$ cat src/rtl/riscv_tb_pkg.sv
// Shared types and default constants for the RISC-V end-of-test monitor.
//   mon_state_t     : monitor FSM state encoding
//   XLEN_DEF        : default bus width
//   TOHOST_ADDR_DEF : default store address that ends a test
//   PASS_VALUE_DEF  : default store value that means pass
package riscv_tb_pkg;

  localparam int unsigned XLEN_DEF        = 32;
  localparam logic [31:0] TOHOST_ADDR_DEF = 32'h0000_0064;
  localparam logic [31:0] PASS_VALUE_DEF  = 32'd25;

  typedef enum logic [2:0] {
    ST_HOLD    = 3'd0,
    ST_RUN     = 3'd1,
    ST_PASS    = 3'd2,
    ST_FAIL    = 3'd3,
    ST_TIMEOUT = 3'd4,
    ST_HANG    = 3'd5
  } mon_state_t;

  // True for the sticky end-of-test states.
  function automatic logic is_terminal(input mon_state_t s);
    return (s == ST_PASS) || (s == ST_FAIL) || (s == ST_TIMEOUT) || (s == ST_HANG);
  endfunction

endpackage

$ cat src/rtl/riscv_test_monitor_rst_sequencer.sv
// Core reset sequencer: holds core reset for RESET_CYCLES cycles after the
// system reset drops, then releases it; re-asserts it on a freeze request.
//   i_clk, i_reset : clock, synchronous active-high reset
//   i_freeze       : re-assert core reset (test has ended)
//   o_core_reset   : registered active-high reset to the core
//   o_release_c    : combinational, high in the last hold cycle
module rst_sequencer #(
  parameter int unsigned RESET_CYCLES = 4
) (
  input  logic i_clk,
  input  logic i_reset,
  input  logic i_freeze,
  output logic o_core_reset,
  output logic o_release_c
);

  localparam int unsigned HOLD_W = (RESET_CYCLES > 1) ? $clog2(RESET_CYCLES) : 1;
  localparam logic [HOLD_W-1:0] HOLD_LAST = HOLD_W'(RESET_CYCLES - 1);

  if (RESET_CYCLES < 1) begin : g_bad_reset_cycles
    $error("rst_sequencer: RESET_CYCLES must be >= 1");
  end

  logic [HOLD_W-1:0] r_hold_cnt;
  logic              r_holding;
  logic              r_core_reset;

  assign o_release_c  = r_holding && (r_hold_cnt == HOLD_LAST);
  assign o_core_reset = r_core_reset;

  // Hold counter and core reset generation.
  always_ff @(posedge i_clk) begin
    if (i_reset) begin
      r_hold_cnt   <= '0;
      r_holding    <= 1'b1;
      r_core_reset <= 1'b1;
    end else if (r_holding) begin
      if (o_release_c) begin
        r_holding    <= 1'b0;
        r_core_reset <= 1'b0;
      end else begin
        r_hold_cnt <= r_hold_cnt + HOLD_W'(1);
      end
    end else if (i_freeze) begin
      r_core_reset <= 1'b1;
    end
  end

endmodule

$ cat src/rtl/riscv_test_monitor.sv
// End-of-test monitor for the single-cycle RISC-V core. Sequences core reset,
// counts run cycles, decides pass/fail from a store to tohost, flags timeout
// and (optionally) a stuck pc.
// Optional feature: define RISCV_MON_HANG_EN to build the pc stall detector;
// without it hang is tied 0 and the HANG state is unreachable.
// Ports:
//   clk, reset                  : clock, synchronous active-high reset
//   core_reset                  : reset driven to the core
//   pc, aluresult, writedata    : monitored core buses
//   memwrite                    : core data-memory write enable
//   done/pass/fail/timeout/hang : test outcome flags (sticky)
//   result_data                 : store data captured on the tohost write
//   cycle_count, store_count    : RUN cycles, non-tohost stores
module riscv_test_monitor
  import riscv_tb_pkg::*;
#(
  parameter int unsigned         XLEN           = XLEN_DEF,
  parameter logic [XLEN-1:0]     TOHOST_ADDR    = XLEN'(TOHOST_ADDR_DEF),
  parameter logic [XLEN-1:0]     PASS_VALUE     = XLEN'(PASS_VALUE_DEF),
  parameter int unsigned         RESET_CYCLES   = 4,
  parameter int unsigned         TIMEOUT_CYCLES = 10000,
  parameter int unsigned         CNT_W          = 32,
  parameter int unsigned         STALL_LIMIT    = 8
) (
  input  logic             clk,
  input  logic             reset,
  output logic             core_reset,
  input  logic [XLEN-1:0]  pc,
  input  logic [XLEN-1:0]  aluresult,
  input  logic [XLEN-1:0]  writedata,
  input  logic             memwrite,
  output logic             done,
  output logic             pass,
  output logic             fail,
  output logic             timeout,
  output logic             hang,
  output logic [XLEN-1:0]  result_data,
  output logic [CNT_W-1:0] cycle_count,
  output logic [CNT_W-1:0] store_count
);

  localparam logic [CNT_W-1:0] TIMEOUT_LAST = CNT_W'(TIMEOUT_CYCLES - 1);

  if ((64'(TIMEOUT_CYCLES) >> CNT_W) != 64'd0) begin : g_bad_timeout_width
    $error("riscv_test_monitor: TIMEOUT_CYCLES does not fit in CNT_W");
  end
  if (TIMEOUT_CYCLES < 2) begin : g_bad_timeout
    $error("riscv_test_monitor: TIMEOUT_CYCLES must be >= 2");
  end
  if (STALL_LIMIT < 1) begin : g_bad_stall
    $error("riscv_test_monitor: STALL_LIMIT must be >= 1");
  end

  mon_state_t       r_state;
  mon_state_t       w_state_nxt;
  logic             w_release_c;
  logic             w_freeze;
  logic             w_tohost;
  logic             w_timeout_hit;
  logic             w_hang_hit;
  logic             r_done;
  logic             r_pass;
  logic             r_fail;
  logic             r_timeout;
  logic [XLEN-1:0]  r_result_data;
  logic [CNT_W-1:0] r_cycle_count;
  logic [CNT_W-1:0] r_store_count;

  // Freeze the core on the edge that leaves RUN for a terminal state.
  assign w_freeze = (r_state == ST_RUN) && is_terminal(w_state_nxt);

  rst_sequencer #(
    .RESET_CYCLES (RESET_CYCLES)
  ) u_rst_sequencer (
    .i_clk        (clk),
    .i_reset      (reset),
    .i_freeze     (w_freeze),
    .o_core_reset (core_reset),
    .o_release_c  (w_release_c)
  );

  assign w_tohost      = memwrite && (aluresult == TOHOST_ADDR);
  assign w_timeout_hit = (r_cycle_count == TIMEOUT_LAST);

`ifdef RISCV_MON_HANG_EN
  localparam int unsigned STALL_W = (STALL_LIMIT > 1) ? $clog2(STALL_LIMIT) : 1;
  localparam logic [STALL_W-1:0] STALL_LAST = STALL_W'(STALL_LIMIT - 1);

  logic [XLEN-1:0]    r_pc_prev;
  logic               r_pc_valid;
  logic [STALL_W-1:0] r_stall_cnt;
  logic               r_hang;
  logic               w_pc_same;

  // The first RUN cycle has no previous pc to compare against.
  assign w_pc_same  = r_pc_valid && (pc == r_pc_prev);
  assign w_hang_hit = w_pc_same && (r_stall_cnt == STALL_LAST);
  assign hang       = r_hang;

  // Stall detector: counts consecutive RUN cycles with an unchanged pc.
  always_ff @(posedge clk) begin
    if (reset) begin
      r_pc_prev   <= '0;
      r_pc_valid  <= 1'b0;
      r_stall_cnt <= '0;
      r_hang      <= 1'b0;
    end else begin
      r_hang <= (w_state_nxt == ST_HANG);
      if (r_state == ST_RUN) begin
        r_pc_prev   <= pc;
        r_pc_valid  <= 1'b1;
        r_stall_cnt <= w_pc_same ? (r_stall_cnt + STALL_W'(1)) : '0;
      end
    end
  end
`else
  logic w_unused_pc;

  assign w_unused_pc = ^pc;
  assign w_hang_hit  = 1'b0;
  assign hang        = 1'b0;
`endif

  // Next-state logic; tohost store wins over hang, hang over timeout.
  always_comb begin
    w_state_nxt = r_state;
    case (r_state)
      ST_HOLD: begin
        if (w_release_c) w_state_nxt = ST_RUN;
      end
      ST_RUN: begin
        if (w_tohost)          w_state_nxt = (writedata == PASS_VALUE) ? ST_PASS : ST_FAIL;
        else if (w_hang_hit)   w_state_nxt = ST_HANG;
        else if (w_timeout_hit) w_state_nxt = ST_TIMEOUT;
      end
      default: ;
    endcase
  end

  // State, outcome flags and counters; everything freezes outside RUN.
  always_ff @(posedge clk) begin
    if (reset) begin
      r_state       <= ST_HOLD;
      r_done        <= 1'b0;
      r_pass        <= 1'b0;
      r_fail        <= 1'b0;
      r_timeout     <= 1'b0;
      r_result_data <= '0;
      r_cycle_count <= '0;
      r_store_count <= '0;
    end else begin
      r_state   <= w_state_nxt;
      r_done    <= is_terminal(w_state_nxt);
      r_pass    <= (w_state_nxt == ST_PASS);
      r_fail    <= (w_state_nxt == ST_FAIL);
      r_timeout <= (w_state_nxt == ST_TIMEOUT);
      if (r_state == ST_RUN) begin
        if (r_cycle_count != '1) r_cycle_count <= r_cycle_count + CNT_W'(1);
        if (w_tohost) begin
          r_result_data <= writedata;
        end else if (memwrite && (r_store_count != '1)) begin
          r_store_count <= r_store_count + CNT_W'(1);
        end
      end
    end
  end

  assign done        = r_done;
  assign pass        = r_pass;
  assign fail        = r_fail;
  assign timeout     = r_timeout;
  assign result_data = r_result_data;
  assign cycle_count = r_cycle_count;
  assign store_count = r_store_count;

endmodule

$ cat config.mk
export PLATFORM = sky130hd
export DESIGN_NAME = riscv_test_monitor
export DESIGN_NICKNAME = d
export VERILOG_FILES = /design/src/rtl/riscv_tb_pkg.sv /design/src/rtl/riscv_test_monitor_rst_sequencer.sv /design/src/rtl/riscv_test_monitor.sv
export SDC_FILE = /design/constraint.sdc
export NUM_CORES = 1
export LEC_CHECK = 0
export CAP_MARGIN = 15
export CORE_ASPECT_RATIO = 1.5
export CORE_MARGIN = 1.5
export CORE_UTILIZATION = 48
export CTS_BUF_LIST = sky130_fd_sc_hd__clkbuf_8
export DETAILED_ROUTE_END_ITERATION = 10
export PLACE_DENSITY = 0.95
export REMOVE_ABC_BUFFERS = 1
export SLEW_MARGIN = 20
export SYNTH_ARGS = -nofsm -noshare
export SYNTH_HDL_FRONTEND = slang
export SYNTH_HIERARCHICAL = 1
export SYNTH_SLANG_ARGS = --single-unit
$ cat constraint.sdc
create_clock -name clk -period 6.3 [get_ports clk]
set_input_delay 1.26 -clock clk [delete_from_list [all_inputs] [get_ports clk]]
set_output_delay 1.26 -clock clk [all_outputs]
set_load 0.01 [all_outputs]
---- Word-level counts from Yosys, hierarchy flattened ----
Index checks and enable logic that the tools add are counted.
word-level totals
  logic and storage cells ................. 52
  output and inout bits ................... 102
  bits in registers ....................... 107
  input bits .............................. 99
cells by class
  equal/unequal tests ..................... 12
  muxes and demuxes ....................... 10
  reductions and logical operators ........ 14
  $add $sub $neg .......................... 3
  bitwise gates (word level) .............. 2
operator list
  kind                                                                      count
  32-bit by 1-bit adder with 32-bit output (second input constant)          2
  32-bit inequality test (second input constant)                            2
  32-bit by 14-bit == test with 1-bit output (second input constant)        1
  32-bit by 5-bit == test with 1-bit output (second input constant)         1
  32-bit by 7-bit == test with 1-bit output (second input constant)         1
  3-bit two-way mux                                                         3
  2-bit AND reduction                                                       4
  3-bit by 2-bit == test with 1-bit output (second input constant)          2
  3-bit == test (second input constant)                                     2
  1-bit two-way mux                                                         6
  3-bit one-hot mux with 2 select lines                                     1
  1-bit logical AND                                                         4
  3-bit by 1-bit == test with 1-bit output (second input constant)          1
  3-bit zero test                                                           1
  1-bit logical OR                                                          3
  3-bit AND reduction                                                       1
  2-bit by 1-bit adder with 2-bit output (second input constant)            1
  2-bit == test (second input constant)                                     1
  2-bit by 1-bit inequality test with 1-bit output (second input constant)  1
  1-bit inverter                                                            2
  2-bit nonzero test                                                        1

---- Logic depth before layout (Yosys ltp) ----
  word-level depth ........................ 11
  depth in mapped cells ................... 9
  gate-level depth less buffers ........... 8

---- Hierarchy ----
The synthesis kept the hierarchy.
modules (own cells, without submodules)
  module              seq. area each (µm²)  cells each  area each (µm²)  times used
  riscv_test_monitor  2062.0                586         4810.9           1
  rst_sequencer       80.1                  18          196.4            1

---- Worst setup path before layout ----
Ideal clock, no wire load.
  path type ............................... input-to-reg
  from .................................... in aluresult[0]
  to ...................................... reg r_timeout (netlist: timeout)
  slack ................................... 3.241 ns
  stages on the path ...................... 7
  setup time .............................. 0.060 ns
  required time ........................... 6.240 ns
  data arrival time ....................... 2.999 ns
  path buffers ............................ 1
  path through ............................ nor4b_2 nand4_1 or4_4 buf_6 or3_4 a31oi_4 and3_1
on the way
  cells in the longest elaborated chain, start to end .. 5
ends and longest elaborated chain
  element                                    RTL line                   text
  from (decl)                                riscv_test_monitor.sv:29   input logic [XLEN-1:0] aluresult,
  32-bit by 7-bit == test with 1-bit output  riscv_test_monitor.sv:82   assign w_tohost = memwrite && (aluresult == TOHOST_ADDR);
  1-bit logical AND                          riscv_test_monitor.sv:82
  3-bit two-way mux                          riscv_test_monitor.sv:132  if (w_tohost) w_state_nxt = (writedata == PASS_VALUE) ? ST_PASS : ST_FAIL;
  3-bit one-hot mux with 2 select lines      riscv_test_monitor.sv:127  case (r_state)
  3-bit == test                              riscv_test_monitor.sv:156  r_timeout <= (w_state_nxt == ST_TIMEOUT);
  to (signal assigned)                       riscv_test_monitor.sv:156
  to (decl)                                  riscv_test_monitor.sv:64   logic r_timeout;
No other way between the ends.
A chain may end at the register's enable or synchronous reset.

---- Worst setup path after layout ----
  from .................................... in memwrite
  to ...................................... reg r_store_count[19] (netlist: store_count[19])
on the way
  cells in the longest elaborated chain, start to end .. 3
  elaborated cells between the ends (all ways) .. 4
  classes of those cells .................. bitwise (1); reduce/logical (3)
ends and longest elaborated chain
  element                                   RTL line                   text
  from (decl)                               riscv_test_monitor.sv:31   input logic memwrite,
  1-bit logical AND                         riscv_test_monitor.sv:82
  1-bit inverter (no source line)           -
  3-bit AND reduction (no source line) (*)  -
  to (signal assigned)                      riscv_test_monitor.sv:162  r_store_count <= r_store_count + CNT_W'(1);
  to (decl)                                 riscv_test_monitor.sv:67   logic [CNT_W-1:0] r_store_count;
Every way passes the cells marked *; elsewhere a longest branch is shown, timed or not.

==> results.sh <==
export IMPL_ff2ff_path_depth=7
export IMPL_hp_class="flip-flop to flip-flop"
export IMPL_clock_sinks=107
export IMPL_relSlewSlack_pct=50.98
export IMPL_p_per_area_nw_per_um2=180.0
export IMPL_fin_ws_ps=2821
export IMPL_ys_warnings_count=6
export IMPL_synth_compound_area_share_pct=12.17
export IMPL_cts_resized=0
export IMPL_status="complete, no violations"
export IMPL_wl_per_cell_um=16.02
export IMPL_start_kind="input pin"
export IMPL_final_hold_violation_count=0
export IMPL_total_power_uw=1244
export IMPL_synthMuxAreaShare_pct=2.274
export IMPL_ios=201
export IMPL_synth_area_leaders="dfxtp_1 (43%), nand2_1 (6.9%), a21oi_1 (6.0%), nor2_1 (4.0%), xnor2_1 (3.3%)"
export IMPL_fmax_mhz=287.5
export IMPL_critical_path_max_stage_delay_ps=630
export IMPL_pre_cts_slack_ps=2161
export IMPL_ys_seq_area_share_pct=42.78
export IMPL_wirelength_um=14040
export IMPL_finalSetupTns_ps=0
export IMPL_ys_ff_latch=107
export IMPL_vdd_drop_max_v=0.0001299
export IMPL_crit_chain="clkdlybuf4s50_1, nor4b_2, nand2_1, or4_4, nand4b_2, buf_16, nor4_1, mux2_2"
export IMPL_syn_area_per_cell_um2=8.290
export IMPL_synth_largest_area_cell="dfxtp_1"
export IMPL_critPathSlowestCell="or4_4"
export IMPL_startpoint="memwrite"
export IMPL_grt_pass1_wl_um=23120
export IMPL_cp_max_fo=32
export IMPL_vias=5176
export IMPL_n_antenna_cell=0
export IMPL_synth_cell_types=58
export IMPL_root_buffer="clkbuf_8"
export IMPL_initial_utilization_pct=49.41
export IMPL_ys_async_sr_fraction_pct=0
export IMPL_antenna_found_initial=0
export IMPL_r2r_start="store_count[0]"
export IMPL_fin_crit_sh_pct=55.22
export IMPL_core_area_um2=10130
export IMPL_report_final_slew_viol_count=0
export IMPL_fp_dieW_um=86.40
export IMPL_portBuffers=167
export IMPL_cts_tree="built"
export IMPL_clock_skew_ps=6.292
export IMPL_die_height_um=128.1
export IMPL_drt_iter0_markers=382
export IMPL_finalNonFillerCells=876
export IMPL_cts_setup_buffers=0
export IMPL_rsz0062_at_grt="no"
export IMPL_yosys_area_share_simple_pct=33.93
export IMPL_die_area_um2=11070
export IMPL_clock_latency_ps=380
export IMPL_endpoint="store_count[19]"
export IMPL_area_delta_synth_final_pct=38.01
export IMPL_cts_max_level=3
export IMPL_dp_hpwl_um=10310
export IMPL_clk_pin_slew_worst_paths_ps=100
export IMPL_cp_arrival_ps=3750
export IMPL_grt_pass1_vias=5020
export IMPL_yosys_area_share_adder_pct=0.7496
export IMPL_synthesis_area_um2=5007
export IMPL_gr_total_overflow=0
export IMPL_reg2reg_setup_slack_ps=3530
export IMPL_critPathKind="input pin to flip-flop"
export IMPL_drc_errors=0
export IMPL_leakage_uw=0.002219
export IMPL_grt_max_degree=63
export IMPL_synth_xor_area_share_pct=4.198
export IMPL_postSynthCellCount=604
export IMPL_gp_congestion=0.9185
export IMPL_synth_flop_cell="dfxtp_1"
export IMPL_row_count=45
export IMPL_synth_top_area_share_pct=42.78
export IMPL_reg2reg_to="store_count[19]"
export IMPL_cts_max_path_buffers=2
export IMPL_setup_viol=0
export IMPL_critPathRequiredTime_ps=6570
export IMPL_ant_nets=0
export IMPL_dp_cells=859
export IMPL_ctsHoldBuffers=0
export IMPL_end_kind="flip-flop"
export IMPL_worstMarginPinSlew_ps=733.5
export IMPL_viasPerCell=5.909
export IMPL_synth_top_family_by_area="simple AND/OR/NAND/NOR gates"
export IMPL_synth_edf_count=0
export IMPL_cap_violations=0
export IMPL_grt_total_usage_pct=25.88
export IMPL_drt_pass1_iterations=5
export IMPL_whs_ps=453.9
export IMPL_final_nets=856
export IMPL_finalCriticalPeriod_ps=3479
export IMPL_cts_buffers=9
export IMPL_drive_gt1_share_pct=6.983
sequential cells by signal (all words and copies together), names as in the netlist:
signal                        cells
store_count                      32
cycle_count                      32
u_rst_sequencer/o_core_reset      1
timeout                           1
r_state                           3
pass                              1
u_rst_sequencer/r_holding         1
result_data                      32
u_rst_sequencer/r_hold_cnt        2
done                              1
fail                              1
metrics by stage:
stage                     utilization, %  cell area, um^2
final                              68.19             6910
after global routing               68.19             6910
after CTS                          67.91             6883
after detailed placement           66.04             6693
after global placement             65.99             6688
after floorplan                        -             4857
report_power, final:
group	total [uW]	switching, uW	internal, uW
sequential	698	10.1	688
clock	406	231	175
combinational	140	62.5	77.3
total	1240	304	940
worst max-delay path, delay by kind of cell:
kind	cells	cell delay (ps)
buf+inv	2	760
mux	1	290
simple gates	5	1410
how the worst min path moves through the flow:
stage / start / cells past startpoint / end / slack, ps
after CTS: result_data[23] / 2 / result_data[23] / 460
after detailed placement: result_data[23] / 2 / result_data[23] / 440
final: result_data[23] / 2 / result_data[23] / 450
after global routing: result_data[21] / 2 / result_data[21] / 470
after global placement: result_data[14] / 2 / result_data[14] / 440
after floorplan: u_rst_sequencer/r_hold_cnt[1] / 2 / u_rst_sequencer/r_hold_cnt[1] / 450
cells in the mapped netlist (all sizes together), types with 2 or more instances:
master  count
nor3b       2
ha          3
o31ai      10
o211ai      4
buf        15
and4        2
mux2        8
a21oi      60
xnor2      19
o21ai      19
nor2       55
nand2      92
nor4       25
nor4b       9
or4        14
nand3      23
clkbuf     16
mux2i       2
or2         7
or3        20
nand2b      4
and3        4
nor2b      10
inv        11
o41ai       2
xor2        5
nand4      22
dfxtp     107
and4bb      2
and2        6
o311ai      2
nor3       13
final cells by class:
class                   instances  area, um^2
flip-flops and latches        107        2142
clock buffers                  12       165.2
multi-input cells             455        2679
clock inverters                 4       25.02
well taps                     117       146.4
fillers                       778        3224
repair buffers                170        1712
inverters                      11       41.29
layer usage:
metal,global-route usage (%),part of all wire (%),vias up
li1,-,-,2460
met1,28.37,37,2446
met2,47.47,54,240
met3,5.538,6.7,30
met4,10.53,2.1,0
met5,0,0,-
cells in the final DEF (no fill, tap or decap), types with 4 or more instances in the layout:
master / instances
nor2_1: 54
nand2_1: 92
clkdlybuf4s50_1: 166
nor4_1: 24
clkbuf_8: 12
dfxtp_1: 107
nor3_1: 12
nand4_1: 22
and2_1: 4
a21oi_1: 60
or3_1: 18
xnor2_1: 19
mux2_2: 7
nor2b_1: 9
inv_1: 12
o31ai_1: 10
nand3_1: 23
or4_1: 13
o21ai_0: 19
nor4b_1: 7
and3_1: 4
or2_2: 6
xor2_1: 5
cells by family after synthesis:
kind of cell	after synthesis
multiplexers	10
flip-flops	107
AND/OR/NAND/NOR	314
AO/OA/AOI/OAI	103
XOR/XNOR	24
buffers and inverters	42
other	1
adder cells (fa/ha/maj)	3
No activity file was read; power rests on OpenSTA's default activity.
